<file path="src/rtl/mostra_sequencia.sv">
// Sequence presenter: walks the game memory from entry 0 to the latched round and lights each entry on the LEDs.
// Optional dark gap between entries is built when MOSTRA_SEQUENCIA_GAP_EN is defined.
module mostra_sequencia #(
  parameter int ON_CYCLES  = 1000,
  parameter int OFF_CYCLES = 500
) (
  input  logic       clock,
  input  logic       reset,
  input  logic       iniciar,
  input  logic       abortar,
  input  logic [3:0] rodada,
  input  logic [3:0] mem_dado,
  output logic [3:0] mem_endereco,
  output logic [3:0] leds,
  output logic       ocupado,
  output logic       pronto,
  output logic [3:0] db_estado
);

  localparam int MAXC = (ON_CYCLES > OFF_CYCLES) ? ON_CYCLES : OFF_CYCLES;
  localparam int TW   = (MAXC < 1) ? 1 : $clog2(MAXC + 1);

  typedef enum logic [3:0] {
    OCIOSO  = 4'd0,
    CARREGA = 4'd1,
    ACESO   = 4'd2,
    APAGADO = 4'd3,
    FIM     = 4'd4
  } estado_t;

  estado_t       estado, estado_n;
  logic [3:0]    endereco, endereco_n;
  logic [3:0]    limite, limite_n;
  logic [3:0]    dado_reg, dado_n;
  logic [TW-1:0] timer, timer_n;
  logic          ultimo;

  always_ff @(posedge clock or negedge reset) begin
    if (!reset) begin
      estado   <= OCIOSO;
      endereco <= 4'd0;
      limite   <= 4'd0;
      dado_reg <= 4'd0;
      timer    <= '0;
    end else begin
      estado   <= estado_n;
      endereco <= endereco_n;
      limite   <= limite_n;
      dado_reg <= dado_n;
      timer    <= timer_n;
    end
  end

  assign ultimo = (endereco == limite);

  always_comb begin
    estado_n   = estado;
    endereco_n = endereco;
    limite_n   = limite;
    dado_n     = dado_reg;
    timer_n    = timer;
    case (estado)
      OCIOSO: begin
        if (iniciar) begin
          limite_n   = rodada;
          endereco_n = 4'd0;
          estado_n   = CARREGA;
        end
      end
      CARREGA: begin
        dado_n   = mem_dado;
        timer_n  = '0;
        estado_n = ACESO;
      end
      ACESO: begin
        timer_n = timer + TW'(1);
        if (timer == TW'(ON_CYCLES - 1)) begin
          timer_n = '0;
`ifdef MOSTRA_SEQUENCIA_GAP_EN
          estado_n = APAGADO;
`else
          // Without a gap, the CARREGA cycle is the only dark slot between entries.
          if (ultimo) estado_n = FIM;
          else begin
            endereco_n = endereco + 4'd1;
            estado_n   = CARREGA;
          end
`endif
        end
      end
      APAGADO: begin
`ifdef MOSTRA_SEQUENCIA_GAP_EN
        timer_n = timer + TW'(1);
        if (timer == TW'(OFF_CYCLES - 1)) begin
          timer_n = '0;
          if (ultimo) estado_n = FIM;
          else begin
            endereco_n = endereco + 4'd1;
            estado_n   = CARREGA;
          end
        end
`else
        estado_n = OCIOSO;
`endif
      end
      FIM:     estado_n = OCIOSO;
      default: estado_n = OCIOSO;
    endcase
    // Abort overrides any transition, including a start in OCIOSO.
    if (abortar) begin
      estado_n   = OCIOSO;
      endereco_n = 4'd0;
    end
  end

  assign leds         = (estado == ACESO) ? dado_reg : 4'd0;
  assign mem_endereco = endereco;
  assign ocupado      = (estado != OCIOSO);
  assign pronto       = (estado == FIM);
  assign db_estado    = estado;

endmodule
</file>
<file path="config.mk">
export PLATFORM = sky130hd
export DESIGN_NAME = mostra_sequencia
export DESIGN_NICKNAME = d
export VERILOG_FILES = /design/src/rtl/mostra_sequencia.sv
export SDC_FILE = /design/constraint.sdc
export NUM_CORES = 1
export LEC_CHECK = 0
export ABC_AREA = 1
export BUFFER_PORTS_ARGS = -buffer_cell sky130_fd_sc_hd__buf_2
export CAP_MARGIN = 20
export CORE_MARGIN = 1
export CORE_UTILIZATION = 45
export CTS_CLUSTER_SIZE = 14
export DETAILED_ROUTE_END_ITERATION = 12
export PLACE_DENSITY = 0.79
export RECOVER_POWER = 100
export REMOVE_ABC_BUFFERS = 1
export SLEW_MARGIN = 20
export SYNTH_ARGS = -nofsm -noshare
export SYNTH_HDL_FRONTEND = slang
export SYNTH_SLANG_ARGS = --single-unit
</file>
<file path="constraint.sdc">
create_clock -name clock -period 1.6 [get_ports clock]
set_input_delay 0.08 -clock clock [delete_from_list [all_inputs] [get_ports clock]]
set_output_delay 0.08 -clock clock [all_outputs]
set_load 0.05 [all_outputs]
</file>
Word level (Yosys, flattened, before mapping) --
Cells that the tools add are included.
Word-level totals: input bits 12, logic and storage cells 35, ROM bits 0, output and inout port bits 14, RAM bits 0, latch bits 0, register bits 26, memories kept 0
Operators by class: $lt $le $gt $ge 0, equal/unequal tests 8, add/sub/neg operators 2, bitwise logic cells 0, multiply operators 0, mux-type cells 13, shift operators 0, reduce and logical (&&, ||, !) cells 7, div/mod/pow operators 0
Operators with widths (number):
- two-way mux 4 bit | 8
- case mux 10 bit (2 select lines) | 1
- case mux 4 bit (3 select lines) | 1
- adder 10 x 1 -> 10 bit, second input constant | 1
- == test 10 bit, second input constant | 1
- two-way mux 10 bit | 1
- inequality test 3 bit, second input constant | 3
- case mux 4 bit (2 select lines) | 1
- adder 4 x 1 -> 4 bit, second input constant | 1
- == test 4 x 1 -> 1 bit, second input constant | 1
- == test 4 x 2 -> 1 bit, second input constant | 1
- == test 4 x 3 -> 1 bit, second input constant | 1
- == test 4 bit | 1
- zero test 4 bit | 1
- AND reduction 2 bit | 2
- AND reduction 4 bit | 1
- nonzero test 4 bit | 1
- two-way mux 3 bit | 1
- nonzero test 3 bit | 1
- nonzero test 2 bit | 1

Logic depth before layout (Yosys ltp) --
Gate-level depths: netlist (run 1).
depth after elaboration 5, gate-level depth with buffers 10, depth with buffers taken out 10

Worst setup path before layout (run 1) --
Ideal clock, no wire load.
path kind reg-to-output, start point register estado[2], in the netlist db_estado[2], end point output port pronto, arrival 1.864 ns, cell stages (with the launch flop) 3, required time 1.520 ns, slack -0.344 ns, path buffers 0, path through dfrtp_1 -> inv_1 -> nor3_1
On the way: longest elaborated chain between the ends 1
RTL lines:
- start: declaration | line 31 | estado_t estado, estado_n;
- start signal: assignment | line 46 | estado <= estado_n;
- == test 4 x 3 -> 1 bit | line 119 | assign pronto = (estado == FIM);
- end: declaration | line 16 | output logic pronto,
Every way passes these cells.

Worst setup path in the final report (run 1) --
start point register estado[0], in the netlist db_estado[0], end point output port leds[2]
On the way: longest elaborated chain between the ends 2
RTL lines:
- == test 4 x 2 -> 1 bit | line 116 | assign leds = (estado == ACESO) ? dado_reg : 4'd0;
- two-way mux 4 bit | line 116
- end: declaration | line 14 | output logic [3:0] leds,
Every way passes these cells.

==> metrics, run 1 <==
Hold Crit Start mem_dado[3]; routed wl met2 1180 um; post-synth top area share 0.456; first-pass GRT wire length 4660 um; Pre-Repair DR Iteration Count 8; Final min period 1.51 ns; largest family of logic cells by synthesized area simple AND/OR/NAND/NOR gates; number of port buffers 24; startpoint types flop; via count 1,181; setup violators final 0; final hold vios 1; Most flops, register timer; Clock Pin Slew Worst Setup and Hold Paths 0.15 ns; Fill cells 269; Req. time, crit path 1.52 ns; vias per cell 4.84; Final Max Slew Viols 0; worst skew pair latency 0.33 ns; failing checks DRC, hold timing; outcome finished, violations left; Compound-Gate Fraction of Synth Area 0.0912; DIE WIDTH 57.2 um; met3 WL 82 um; Crit. End Element output port; max reg flops 10; Antenna Nets Post-Route 0; Worst R2R Path Depth 10; worst min path class input port to flop; pwr/cell area 1050 nW/um^2; clock buffer count from CTS 3; synthesized-area fraction occupied by and/or/nand/nor cells 0.311; Clock Power Share 0.176; syn_area_per_cell 7.79 sq um; initial drt markers 38; largest net degree at the start of global routing 26; final cell count without fillers 244; CP max FO 11; RSZ-0062 raised after global routing no; WHS Endpoint dado_reg[3]; Final HPWL DP 1910 um; final worst slack 0.0904 ns; setup_tns 0 ns; xor/xnor cell area share of the yosys netlist 0.0319; cell area after synthesis 1370 sq um; initial cell density of the core 0.485; IO Pins 26; Max transition margin 0.601; Remaining DRCs 2; Power Internal 0.00104 W; die footprint 3270 sq um; wire per inst 10.7 um; top cells by area, synth dfrtp_1, nand2_1, inv_1; Fmax 662 MHz; kind of critical path flop to output port; Flop pwr share 0.473; reg2reg setup slack 0.14 ns; Die Y 57.2 um; CTS H-tree depth 1; Post-Synth Adder-Cell Area 0.0182; standard cell core area 2830 sq um; reg-to-reg critical path endpoint mem_endereco[0]; initial antenna violation count 0; Seq cells post-synth 25; root buffer selected by CTS clkbuf_4; Net Switching 0.000676 W; yosys synthesis warning count 0; vias in the first global route 1,117; DR top layer met4; Congestion Overflow GR 0; share of cells above drive strength 1 0.174; Rows 19; max cap viols 0; Placed Cells 230; Static Leak 0.832 nW; Min-Delay Path Depth 3; CTS tree done; Post-Route M1 WL 1320 um; Sw Share 0.395; n_diodes 0; Crit path arrival time 1.43 ns; Setup WS pre-CTS 0.0907 ns; CTS Buffer Depth 2; Area growth, synth to finish 19.4%; Tcrit/Tclk final 0.944; Peak VDD IR 0.372 mV; Num Clock Sinks 25; Cells after Synth 176; WL final 2620 um; Seq/Total Area, Yosys 0.456; Netlist cell types 26; r2r startpoint timer[0]; nets 228; GR Util All Layers 0.185; Logic pwr share 0.351; Slew @ Worst Pin 0.602 ns; multiplexer share of the synthesized area 0; final hold slack -0.000633 ns; clk_skew 0.00486 ns; Final Wtd Congestion 0.775; post-synth top area cell dfrtp_1
[power by group through the flow]
stage / combinational [W] / sequential (W) / clock, W
2_1_floorplan: 0.000386 / 0.000848 / 0
6_report: 0.000601 / 0.000809 / 0.000301
5_1_grt: 0.000683 / 0.000826 / 0.000326
3_3_place_gp: 0.000547 / 0.000818 / 0
3_5_place_dp: 0.000561 / 0.000826 / 0
4_1_cts: 0.000573 / 0.000814 / 0.000303
[synth_stat cells (all sizes together)]
| library cell | n |
|---|---|
| a21oi | 12 |
| a22o | 1 |
| a2bb2oi | 1 |
| buf | 3 |
| conb | 1 |
| dfrtp | 25 |
| ha | 2 |
| inv | 26 |
| nand2 | 44 |
| nand3 | 16 |
| nor2 | 25 |
| nor3 | 5 |
| o21ai | 8 |
| o31ai | 1 |
| or2 | 1 |
| xnor2 | 1 |
| xor2 | 4 |
[critical path, cell delays in order, from the launching register on]
cell and delay (ns):
dfrtp_2 0.45, nor2_4 0.17, nand2_4 0.12, nor2_1 0.10
buf_2 0.26
[kinds of logic after synthesis]
group | Yosys count
and+or+nand+nor | 91
xor gates and xnor gates | 5
other | 1
adders and majority gates | 2
AOI/OAI and AO/OA | 23
DFF | 25
buffers and inverters | 29
[cell type report]
cell class,instances,area (sq um),share of cell area
multi-input combinational,122,629,0.384
sequential,25,627,0.383
timing repair buffer,36,215,0.131
inverter,26,97.6,0.0596
tap,31,38.8,0.0237
clock buffer,3,22.5,0.0138
clock inverter,1,7.51,0.00458
[worst max-delay path by stage]
stage	from	to	slack [ns]
floorplan	db_estado[2]	pronto	-0.34
global placement	timer[0]	mem_endereco[0]	0.11
detailed placement	timer[0]	mem_endereco[0]	0.09
CTS	db_estado[0]	leds[0]	0.007
global route	mem_endereco[0]	mem_endereco[0]	0.005
finish	db_estado[0]	leds[2]	0.09
[routing by layer]
layer,up-vias,global-route usage
met4,0,0.0627
met3,5,0.0136
met5,-,0
met1,523,0.247
met2,26,0.319
li1,627,-
[layout by cell type (no fill, tap or decap), types with 2 or more instances in the layout]
| master | n |
|---|---|
| xor2_1 | 4 |
| nand2_2 | 2 |
| nor2_1 | 23 |
| buf_2 | 13 |
| dlygate4sd3_1 | 7 |
| nand3_1 | 16 |
| clkbuf_1 | 8 |
| inv_2 | 2 |
| nor3_1 | 5 |
| dfrtp_1 | 24 |
| inv_1 | 24 |
| o21ai_0 | 7 |
| clkbuf_4 | 5 |
| nand2_4 | 4 |
| ha_1 | 2 |
| a21oi_1 | 12 |
| buf_4 | 2 |
| clkbuf_2 | 4 |
| nand2_1 | 37 |
[through the flow]
stage / total power, W / hold WS, ns / cell area (sq um) / util
finish: 0.00171 / -0.000633 / 1640 / 0.579
global route: 0.00184 / 0.0278 / 1640 / 0.579
CTS: 0.00169 / 0.00329 / 1620 / 0.573
detailed placement: 0.00139 / 0.0983 / 1520 / 0.538
global placement: 0.00137 / 0.0995 / 1520 / 0.538
floorplan: 0.00123 / -0.216 / 1350 / -
[timing repair]
| item | 4_1_cts | 5_1_grt |
|---|---|---|
| hold endpoints to repair | 31 | 0 |
| setup endpoints to repair | 0 | 15 |
| setup buffers | 0 | 3 |
| gates resized for setup | 0 | 8 |
| hold buffers | 7 | 0 |
Note: power is estimated with default switching activity, not from simulation.
==> inputs of run 2 (changes only) <==
Clock period 1.6 ns to 1.7 ns, I/O delays scaled along.
==> run 2 against run 1 <==
Against the previous run: the run ends with DRC left; core utilization down 1.4 points; register-to-register slack gained 0.07 ns; critical path depth up 1.
==> metrics, run 2 (synthesized netlist as in run 1, its figures left out) <==
Rows 19; max incr delay on CP 0.44 ns; initial cell density of the core 0.485; initial drt markers 31; Antenna Nets Post-Route 0; IO Pins 26; failing checks DRC; Congestion Overflow GR 0; CTS H-tree depth 1; Crit. End Element output port; Final HPWL DP 1870 um; Max transition margin 0.600; WL final 2640 um; number of port buffers 24; setup violators final 0; Area growth, synth to finish 16.5%; Req. time, crit path 1.62 ns; root buffer selected by CTS clkbuf_4; startpoint types flop; outcome finished, violations left; Peak VDD IR 0.417 mV; worst skew pair latency 0.32 ns; vias per cell 5.00; CTS tree done; Min-Delay Path Depth 3; vias in the first global route 1,116; largest net degree at the start of global routing 26; Num Clock Sinks 25; Pre-Repair DR Iteration Count 8; final hold slack 0.00381 ns; die footprint 3270 sq um; Static Leak 0.822 nW; standard cell core area 2830 sq um; DIE WIDTH 57.2 um; initial antenna violation count 0; most frequent cells in the layout nand2_1, inv_1, nor2_1, dfrtp_1, nand3_1; commonest non-fill, non-tap cell in the layout nand2_1; first-pass GRT wire length 4660 um; clk_skew 0.000914 ns; Worst R2R Path Depth 10; Crit path arrival time 1.50 ns; pwr/cell area 986 nW/um^2; n_diodes 0; Slew @ Worst Pin 0.602 ns; Remaining DRCs 1; max cap viols 0; RSZ-0062 raised after global routing no; final hold vios 0; CP max FO 10; CP max-delay cell dfrtp_1; Fmax 632 MHz; CP cell instances nor2_4, nand2_4, buf_4, nor2_1, clkbuf_4; Final Max Slew Viols 0; max reg flops 10; GR Util All Layers 0.183; via count 1,210; Die Y 57.2 um; Final min period 1.58 ns; CTS Buffer Depth 2; Hold Crit Start rodada[0]; share of cells above drive strength 1 0.147; kind of critical path flop to output port; setup_tns 0 ns; Final Wtd Congestion 0.817; worst min path class input port to flop; Clock Pin Slew Worst Setup and Hold Paths 0.13 ns; wire per inst 10.9 um; r2r startpoint timer[1]; Tcrit/Tclk final 0.931; crit path from db_estado[2]; Fill cells 273; nets 226; Most flops, register timer; clock buffer count from CTS 3
run 2: where the power goes:
part | switching, W | internal, W
sequential | 0.0000634 | 0.000698
combinational | 0.000370 | 0.000179
clock | 0.000174 | 0.0000919
total | 0.000607 | 0.000969
run 2: routing by layer:
metal  track usage  wire, um  part of all wire  vias up
met1         0.243      1310              0.49      549
met4        0.0732        48             0.018        0
met3        0.0204       102             0.039        5
met5             0         0                 0        -
met2         0.306      1190              0.45       32
li1              -         -                 -      624
run 2: final timing paths:
path                                   end  slack [ns]
max in group asynchronous     db_estado[0]        1.04
setup / recovery                   leds[0]        0.12
hold / removal                   limite[0]       0.004
hold reg to reg                dado_reg[0]        0.52
setup reg to reg           mem_endereco[2]        0.21
min in group asynchronous         timer[8]        0.27
run 2: cell type report:
| cell class | instances | area [sq um] | area share |
|---|---|---|---|
| multi-input combinational | 122 | 603 | 0.377 |
| tap | 31 | 38.8 | 0.0243 |
| inverter | 26 | 97.6 | 0.0611 |
| clock buffer | 4 | 26.3 | 0.0164 |
| sequential | 25 | 627 | 0.392 |
| timing repair buffer | 34 | 205 | 0.128 |
run 2: critical path: cells and delay by family, from the launching register on:
family / cells / cell delay (ns)
buffers and inverters: 2 / 0.39
DFF: 1 / 0.44
and+or+nand+nor: 3 / 0.36
run 2: per-stage QoR:
step                      total power (W)  std cells  worst slack [ns]   util  cell area [sq um]
after global routing              0.00168        242            0.0222  0.565               1600
after global placement            0.00129        230             0.252  0.538               1520
after detailed placement          0.00130        230             0.161  0.538               1520
final                             0.00158        242             0.117  0.565               1600
after floorplan                   0.00116        173            -0.249      -               1350
after CTS                         0.00158        238            0.0493  0.567               1600
run 2: what timing repair did:
action	CTS	global route
pin swaps	0	1
hold buffers	4	1
setup buffers	0	3
resized for setup	5	2
hold endpoints to repair	28	1
endpoints found under the setup margin	4	5
==> inputs of run 3 (changes only) <==
Settings changed: ABC_AREA 1 to not set.
==> run 3 against run 2 <==
Against the previous run: the run still ends with DRC left; count of clock-buffer cells in the layout shrank 1; cell area grew 17%; fmax shrank 6.9%; largest cell class is now multi-input combinational cells; sequential cell count is the same; clock skew grew 0.011 ns; clock power grew 6%; hold slack gained 0.093 ns; total power grew 3.5%; global-route usage grew 4.0 points; core utilization grew 9.3 points; register-to-register slack lost 0.21 ns; first-iteration DRC count grew 42%.
==> metrics, run 3 <==
outcome finished, violations left; failing checks DRC; post-synth top area cell dfrtp_1; number of port buffers 24; Fmax 588 MHz; DIE WIDTH 57.4 um; top cells by area, synth dfrtp_1, nand2_1, mux2_2; Rows 19; Die Y 57.4 um; startpoint types flop; standard cell core area 2830 sq um; CTS Buffer Depth 2; most common cell in the netlist dfrtp_1; Static Leak 0.881 nW; Crit. End Element flop; Slew @ Worst Pin 1.34 ns; syn_area_per_cell 10.4 sq um; Tcrit/Tclk final 1.00; Antenna Nets Post-Route 0; Placed Cells 199; die footprint 3290 sq um; Final min period 1.70 ns; Post-synth ARST share 1.00; Final Max Slew Viols 0; Area growth, synth to finish 34.9%; largest net degree at the start of global routing 26; initial cell density of the core 0.488; CTS tree done; initial antenna violation count 0; first-pass GRT wire length 5550 um; clock buffer count from CTS 3; final hold slack 0.0966 ns; Remaining DRCs 2; max reg flops 10; Post-synth top flop dfrtp_1; Netlist cell types 43; wire per inst 15.7 um; Max transition margin 0.108; initial drt markers 44; reg2reg setup slack 0.0001 ns; final cell count without fillers 221; nets 205; pwr/cell area 876 nW/um^2; final hold vios 0; number of synthesized flops with an enable pin 0; WL final 3470 um; Final HPWL DP 2360 um; commonest non-fill, non-tap cell in the layout dfrtp_1; Num Clock Sinks 25; via count 1,250; Seq cells post-synth 25; Cells after Synth 133; Pre-Repair DR Iteration Count 8; n_diodes 0; IO Pins 26; CP max FO 5; Most flops, register timer; root buffer selected by CTS clkbuf_4; worst skew pair latency 0.34 ns; vias per cell 5.66; cell area after synthesis 1380 sq um; clk_skew 0.0120 ns; Peak VDD IR 0.598 mV; worst min path class input port to flop; Req. time, crit path 1.96 ns; setup violators final 0; vias in the first global route 1,277; RSZ-0062 raised after global routing yes; max cap viols 0; post-synth top area share 0.453; Final Wtd Congestion 0.836; Crit path arrival time 1.96 ns; most frequent cells in the layout dfrtp_1, buf_4, nand2_1, buf_2, dlygate4sd3_1; yosys synthesis warning count 0; kind of critical path flop to flop; share of cells above drive strength 1 0.342; GR Util All Layers 0.223; CTS H-tree depth 1; synth cell count leaders dfrtp_1, nand2_1, mux2_2, nor2_1; Clock Pin Slew Worst Setup and Hold Paths 0.15 ns; Seq/Total Area, Yosys 0.453; Congestion Overflow GR 0
-- run 3: critical path, cell delays in order, from the launching register on --
cell and delay, ns:
dfrtp_1 0.39, ha_2 0.19, and4bb_4 0.28, a31oi_4 0.14, or4_4 0.45, nor3b_2 0.17
-- run 3: area by class of cell --
class / instances / area, sq um
Clock buffer: 3 / 22.5
Clock inverter: 1 / 7.51
Sequential cell: 25 / 626
Timing Repair Buffer: 57 / 403
Multi-Input combinational cell: 100 / 749
Tap cell: 31 / 38.8
Inverter: 4 / 15.0
Fill cell: 214 / 967
-- run 3: report_power, final --
group / switching, W / total, W / internal (W) / leakage, nW
combinational: 0.000304 / 0.000592 / 0.000288 / 0.537
sequential: 0.0000653 / 0.000755 / 0.000690 / 0.330
clock: 0.000193 / 0.000283 / 0.0000903 / 0.0139
-- run 3: logic make-up (layout without fill, tap and decap cells) --
logic type | count (synthesis) | count (layout) | share of synthesized area
flops | 25 | 25 | 0.453
other cells | 1 | 1 | 0.00272
simple gates | 62 | 62 | 0.273
buf+inv | 9 | 65 | 0.0381
xor+xnor | 5 | 5 | 0.0317
fa+ha+maj | 2 | 2 | 0.0181
mux | 7 | 7 | 0.0562
compound gates | 22 | 23 | 0.127
-- run 3: metal layers --
layer	wire, um	track usage	up-vias
met5	0	0	-
met4	21	0.0523	0
met3	148	0.0476	5
met2	1850	0.427	38
met1	1450	0.247	609
li1	-	-	598
-- run 3: worst paths after layout --
kind | startpoint | endpoint | cells past startpoint
hold reg to reg | timer[7] | timer[7] | 1
setup / recovery | timer[1] | db_estado[0] | 5
setup reg to reg | timer[1] | db_estado[0] | 5
min in group asynchronous | reset | dado_reg[0] | 2
hold / removal | iniciar | db_estado[0] | 3
max in group asynchronous | reset | mem_endereco[1] | 2
-- run 3: repair_timing --
action                     CTS  global route
resized for setup           10             5
setup endpoints to repair    7            14
hold endpoints to repair    34             0
pin swaps                    1             5
hold buffers                10             0
cloned                       1             0
buffers inserted             1             6
-- run 3: metrics by stage --
stage | total power (W) | setup WS, ns | util | TNS [ns] | area, sq um
6_report | 0.00163 | 0.000121 | 0.658 | 0 | 1860
5_1_grt | 0.00171 | -0.0671 | 0.658 | -0.207 | 1860
4_1_cts | 0.00159 | 0.00193 | 0.640 | 0 | 1810
3_5_place_dp | 0.00126 | -0.0387 | 0.573 | -0.0387 | 1620
3_3_place_gp | 0.00123 | 0.0212 | 0.573 | 0 | 1620
2_1_floorplan | 0.00107 | -0.445 | - | -3.75 | 1340
